===== src/rtl/branch_target_buffer.sv =====
// branch_target_buffer
//   Fully associative branch target buffer with one 2-bit saturating direction
//   counter per entry. Fetch looks up f_pc combinationally; execute reports each
//   resolved branch, which trains the counter, refreshes the target on taken
//   hits and allocates a new entry on taken misses.
//
//   Optional build macro: BTB_BYPASS_EN
//     When defined, a fetch lookup whose PC equals the PC being updated by
//     execute in the same cycle sees the post-update entry state. When
//     undefined, fetch always sees registered state and there is no x_* -> f_*
//     path.
//
// Ports
//   clk              clock
//   rst_n            synchronous active-low reset
//   f_pc             fetch PC to predict for
//   f_predict_addr   predicted target, 0 on miss
//   f_predict_valid  hit and counter predicts taken
//   f_hit            f_pc present in a valid entry
//   x_valid          execute reports a resolved branch this cycle
//   x_pc             PC of the resolved branch
//   x_taken          branch outcome
//   x_target         actual target of the resolved branch
//   x_mispredict     registered; high one cycle after a mispredicted x_valid
module branch_target_buffer #(
  parameter int unsigned ADDR_W  = 32,
  parameter int unsigned ENTRIES = 4
) (
  input  logic              clk,
  input  logic              rst_n,
  input  logic [ADDR_W-1:0] f_pc,
  output logic [ADDR_W-1:0] f_predict_addr,
  output logic              f_predict_valid,
  output logic              f_hit,
  input  logic              x_valid,
  input  logic [ADDR_W-1:0] x_pc,
  input  logic              x_taken,
  input  logic [ADDR_W-1:0] x_target,
  output logic              x_mispredict
);

  localparam int unsigned IDX_W = (ENTRIES > 1) ? $clog2(ENTRIES) : 1;
  localparam logic [IDX_W-1:0] LastIdx = IDX_W'(ENTRIES - 1);

  // Counter encoding: 00 strong-NT, 01 weak-NT, 10 weak-T, 11 strong-T.
  localparam logic [1:0] CntReset = 2'b01;
  localparam logic [1:0] CntAlloc = 2'b10;

  // Table state
  logic [ENTRIES-1:0] valid_q, valid_d;
  logic [ADDR_W-1:0]  tag_q    [ENTRIES];
  logic [ADDR_W-1:0]  tag_d    [ENTRIES];
  logic [ADDR_W-1:0]  target_q [ENTRIES];
  logic [ADDR_W-1:0]  target_d [ENTRIES];
  logic [1:0]         cnt_q    [ENTRIES];
  logic [1:0]         cnt_d    [ENTRIES];
  logic [IDX_W-1:0]   repl_ptr_q, repl_ptr_d;
  logic               mispredict_q, mispredict_d;

  // Execute-side lookup and victim selection
  logic             x_hit;
  logic [IDX_W-1:0] x_idx;
  logic             inv_found;
  logic [IDX_W-1:0] inv_idx;
  logic             x_pred_taken;

  function automatic logic [1:0] cnt_train(input logic [1:0] cnt, input logic taken);
    logic [1:0] res;
    res = cnt;
    if (taken) begin
      if (cnt != 2'b11) res = cnt + 2'b01;
    end else begin
      if (cnt != 2'b00) res = cnt - 2'b01;
    end
    return res;
  endfunction

  always_comb begin
    x_hit     = 1'b0;
    x_idx     = '0;
    inv_found = 1'b0;
    inv_idx   = '0;
    // Lowest index wins on both searches.
    for (int i = 0; i < ENTRIES; i++) begin
      if (!x_hit && valid_q[i] && (tag_q[i] == x_pc)) begin
        x_hit = 1'b1;
        x_idx = IDX_W'(i);
      end
      if (!inv_found && !valid_q[i]) begin
        inv_found = 1'b1;
        inv_idx   = IDX_W'(i);
      end
    end
  end

  assign x_pred_taken = x_hit && cnt_q[x_idx][1];

  // Next-state for the table
  always_comb begin
    valid_d      = valid_q;
    tag_d        = tag_q;
    target_d     = target_q;
    cnt_d        = cnt_q;
    repl_ptr_d   = repl_ptr_q;
    mispredict_d = 1'b0;

    if (x_valid) begin
      mispredict_d = (x_pred_taken != x_taken);
      if (x_hit) begin
        cnt_d[x_idx] = cnt_train(cnt_q[x_idx], x_taken);
        if (x_taken) begin
          target_d[x_idx] = x_target;
        end
      end else if (x_taken) begin
        if (inv_found) begin
          valid_d[inv_idx]  = 1'b1;
          tag_d[inv_idx]    = x_pc;
          target_d[inv_idx] = x_target;
          cnt_d[inv_idx]    = CntAlloc;
        end else begin
          valid_d[repl_ptr_q]  = 1'b1;
          tag_d[repl_ptr_q]    = x_pc;
          target_d[repl_ptr_q] = x_target;
          cnt_d[repl_ptr_q]    = CntAlloc;
          // Explicit wrap so non-power-of-two table sizes cycle correctly.
          repl_ptr_d = (repl_ptr_q == LastIdx) ? '0 : repl_ptr_q + IDX_W'(1);
        end
      end
    end
  end

  always_ff @(posedge clk) begin
    if (!rst_n) begin
      valid_q      <= '0;
      repl_ptr_q   <= '0;
      mispredict_q <= 1'b0;
      for (int i = 0; i < ENTRIES; i++) begin
        tag_q[i]    <= '0;
        target_q[i] <= '0;
        cnt_q[i]    <= CntReset;
      end
    end else begin
      valid_q      <= valid_d;
      tag_q        <= tag_d;
      target_q     <= target_d;
      cnt_q        <= cnt_d;
      repl_ptr_q   <= repl_ptr_d;
      mispredict_q <= mispredict_d;
    end
  end

  assign x_mispredict = mispredict_q;

  // Fetch-side view of the table
  logic [ENTRIES-1:0] fv_valid;
  logic [ADDR_W-1:0]  fv_tag    [ENTRIES];
  logic [ADDR_W-1:0]  fv_target [ENTRIES];
  logic [1:0]         fv_cnt    [ENTRIES];

`ifdef BTB_BYPASS_EN
  logic bypass;
  assign bypass = rst_n && x_valid && (x_pc == f_pc);

  always_comb begin
    if (bypass) begin
      fv_valid  = valid_d;
      fv_tag    = tag_d;
      fv_target = target_d;
      fv_cnt    = cnt_d;
    end else begin
      fv_valid  = valid_q;
      fv_tag    = tag_q;
      fv_target = target_q;
      fv_cnt    = cnt_q;
    end
  end
`else
  always_comb begin
    fv_valid  = valid_q;
    fv_tag    = tag_q;
    fv_target = target_q;
    fv_cnt    = cnt_q;
  end
`endif

  logic [IDX_W-1:0] f_idx;

  always_comb begin
    f_hit = 1'b0;
    f_idx = '0;
    for (int i = 0; i < ENTRIES; i++) begin
      if (!f_hit && fv_valid[i] && (fv_tag[i] == f_pc)) begin
        f_hit = 1'b1;
        f_idx = IDX_W'(i);
      end
    end
  end

  assign f_predict_valid = f_hit && fv_cnt[f_idx][1];
  assign f_predict_addr  = f_hit ? fv_target[f_idx] : '0;

endmodule


===== config.mk =====
export PLATFORM = sky130hd
export DESIGN_NAME = branch_target_buffer
export DESIGN_NICKNAME = d
export VERILOG_FILES = /design/src/rtl/branch_target_buffer.sv
export SDC_FILE = /design/constraint.sdc
export NUM_CORES = 1
export LEC_CHECK = 0
export BUFFER_PORTS_ARGS = -buffer_cell sky130_fd_sc_hd__clkbuf_2
export CORE_UTILIZATION = 45
export DETAILED_ROUTE_END_ITERATION = 8
export PLACE_DENSITY_LB_ADDON = 0.3
export SKIP_CTS_REPAIR_TIMING = 1
export SLEW_MARGIN = 20
export SYNTH_ARGS = -nofsm -noshare
export SYNTH_HDL_FRONTEND = slang
export SYNTH_SLANG_ARGS = --single-unit

===== constraint.sdc =====
create_clock -name clk -period 4.2 [get_ports clk]
set_input_delay 0.84 -clock clk [delete_from_list [all_inputs] [get_ports clk]]
set_output_delay 0.84 -clock clk [all_outputs]
set_load 0.03 [all_outputs]

==> impl_metrics.ini <==
[place]
numPortBuffers = 134
gp_congestion = 0.996
dpl.hpwl_mm = 36.1

[worst_setup_path]
r2r-start = fv_tag[85]
reg2reg_to = fv_tag[109]
crit_path_max_fanout = 28
worstSetupEndpointType = output pin
cp_common_cell = nand3_1
path_cells = clkbuf_2 -> xor2_1 -> nor4_1 -> nand3_1 -> nor2_1 -> nand4_1 -> buf_4 -> nand3_1 -> buf_12 -> o22ai_1 -> buf_2
crit_slowest_cell = nor4_1
r2r_slack_ns = 0.82
cp_data_arrival_time_ns = 3.30
cp.required_ns = 3.36
critPathKind = in2out
rr_worst_depth = 10
critPathLaunchType = input pin
slowest_delay_ns = 0.37

[floorplan]
rows = 65
die_w_um = 182
io_pins = 135
initial_core_util_pct = 45.9
die_height_um = 182
core_um2 = 31700
dieArea_um2 = 33100

[cts]
cts_buffer_depth = 3
cts.sinks = 271
cts.clk_slew.worst_paths_ns = 0.06
cts_tree = built
htreeDepth = 1
insertion_delay_ns = 0.58
numCtsBuffers = 31
cts_root_buffer = clkbuf_16

[timing]
finalSetupViolCount = 0
relSlewSlack_pct = 23.7
rsz0062_at_grt = no
final_hold_viol_count = 0
finalCriticalPeriod_ns = 4.14
tns_ns = 0
fin_skew_ns = 0.0113
period_share_pct = 98.5
slew_violations = 0
worstMarginPinSlew_ns = 1.13
fmax_ghz = 0.242
holdWs_ns = 0.473

[logic_synthesis]
yosysTopAreaCellShare_pct = 37.2
synthFlopType = dfxtp_1
ys_warn_count = 0
synth.distinct_cells = 64
syn-cell-area_um2 = 14600
yosysTopAreaCell = dfxtp_1
ys_ff_latch = 271
synth_enable_flop_cells = 0
seq_area_frac_synth_pct = 37.2
synthTopCellsByArea = dfxtp_1 37%, mux2i_1 18%, xor2_1 8.4%, xnor2_1 7.0%, nor2_1 7.0%
async_flop_share_pct = 0
syn_area_per_cell_um2 = 9.16
synthesis.instances = 1590
syn-num-nets = 1694

[grt]
antenna_found_initial = 0
first_global_vias = 11900
grt.overflow.total = 0
grt_pass1_wl_mm = 72.7
grt_max_degree = 150
grt_usage_pct = 28.9

[drt]
dr.pass1.iters = 7
wire_per_inst_um = 22.7
drt-total-wl_mm = 48.4
ant_nets = 0
vias = 12200
drcViolationCount = 0
drtIter0Drc = 863
vias_per_cell = 5.71

[min_path]
hold_class = reg2reg
hold_path_depth = 2
worst_hold_path.endpoint = fv_target[75]
hp-start = fv_target[75]

[power]
power_density_nw_per_um2 = 361
fin_total_pwr_uw = 6110
p_leak_uw = 0.00730
irDropWorstVdd_uv = 341

[finish]
layout_common_cells = 272 x nor2_1, 267 x dfxtp_1, 259 x mux2i_1
area_growth_pct = 16.3
drive_gt1_share_pct = 16.8
final_core_util_pct = 53.4
insertedDiodeCount = 0
nets = 1809
final_common_cell = nor2_1

[job]
max_cap_viol_count = 0

[status]
status = finished clean
[worst max-delay path, delay by kind of cell]
kind | cells | cell delay [ns]
AO/OA/AOI/OAI | 1 | 0.13
XOR/XNOR | 1 | 0.18
buffers and inverters | 4 | 0.89
AND/OR/NAND/NOR | 5 | 1.22
[layout make-up]
| class | instances | area [um^2] |
|---|---|---|
| Clock buffer | 45 | 908 |
| Clock inverter | 12 | 159 |
| Fill cell | 2944 | 14800 |
| Inverter | 12 | 52.6 |
| Multi-Input combinational cell | 1187 | 8530 |
| Sequential cell | 271 | 5430 |
| Tap cell | 402 | 503 |
| Timing Repair Buffer | 202 | 1350 |
[worst max-delay path by stage]
stage	startpoint	endpoint	slack, ns	depth (start not counted)
final	f_pc[23]	f_predict_valid	0.06	11
after global routing	f_pc[17]	f_predict_addr[9]	0.00009	13
after CTS	fv_tag[69]	f_predict_addr[26]	-0.13	11
after detailed placement	f_pc[15]	f_predict_addr[26]	-0.08	13
after global placement	f_pc[5]	f_predict_addr[26]	-0.14	12
after floorplan	f_pc[19]	f_predict_addr[10]	0.14	10
[logic make-up after synthesis]
logic type               share of synthesized area, %
XOR/XNOR                                         15.4
AO/OA/AOI/OAI                                    7.55
buffers and inverters                            4.94
multiplexers                                     17.8
AND/OR/NAND/NOR                                  16.6
flip-flops                                       37.2
adder cells (fa/ha/maj)                         0.490
[state kept, by name (all words and copies together), names as in the netlist]
signal	cells
fv_tag	128
fv_target	128
cnt_q	8
fv_valid	4
repl_ptr_q	2
x_mispredict	1
[stage by stage]
step	setup slack, ns	area, um^2	instances
6_report	0.0624	16900	2131
5_1_grt	0.0000857	16900	2131
4_1_cts	-0.125	16800	2129
3_5_place_dp	-0.0789	15800	2072
3_3_place_gp	-0.145	15800	2072
2_1_floorplan	0.143	14600	1590
[metal layers]
layer / track usage (%) / vias up / share of wire [%]
met4: 10.3 / 0 / 4.0
met3: 4.19 / 110 / 6.0
met1: 38.1 / 5856 / 44
met5: 0 / - / 0
li1: - / 5755 / -
met2: 48.0 / 456 / 46
[synthesized netlist by cell type (3+ instances only)]
| library cell | number |
|---|---|
| nor4_2 | 4 |
| a22oi_1 | 3 |
| xor2_1 | 139 |
| o21ai_0 | 35 |
| nand2_1 | 21 |
| nor3_1 | 12 |
| buf_6 | 11 |
| nor4_1 | 45 |
| and2_1 | 3 |
| a21boi_0 | 34 |
| ha_1 | 4 |
| inv_1 | 12 |
| buf_4 | 32 |
| clkbuf_1 | 57 |
| nand4_1 | 40 |
| nand4b_1 | 5 |
| mux2i_1 | 259 |
| o22ai_1 | 33 |
| dfxtp_1 | 271 |
| xnor2_1 | 117 |
| buf_2 | 17 |
| nor4b_1 | 7 |
| a21oi_1 | 41 |
| nand3_1 | 52 |
| buf_1 | 3 |
| nor2_1 | 272 |
| a211oi_1 | 3 |
| a31oi_1 | 3 |
| and3_1 | 6 |
[power breakdown]
group / internal [uW] / switching [uW] / total [uW]
Combinational: 224 / 410 / 635
Sequential: 2620 / 45.5 / 2660
Clock: 1680 / 1130 / 2810
Total: 4530 / 1580 / 6110
(Power assumes the default switching activity.)
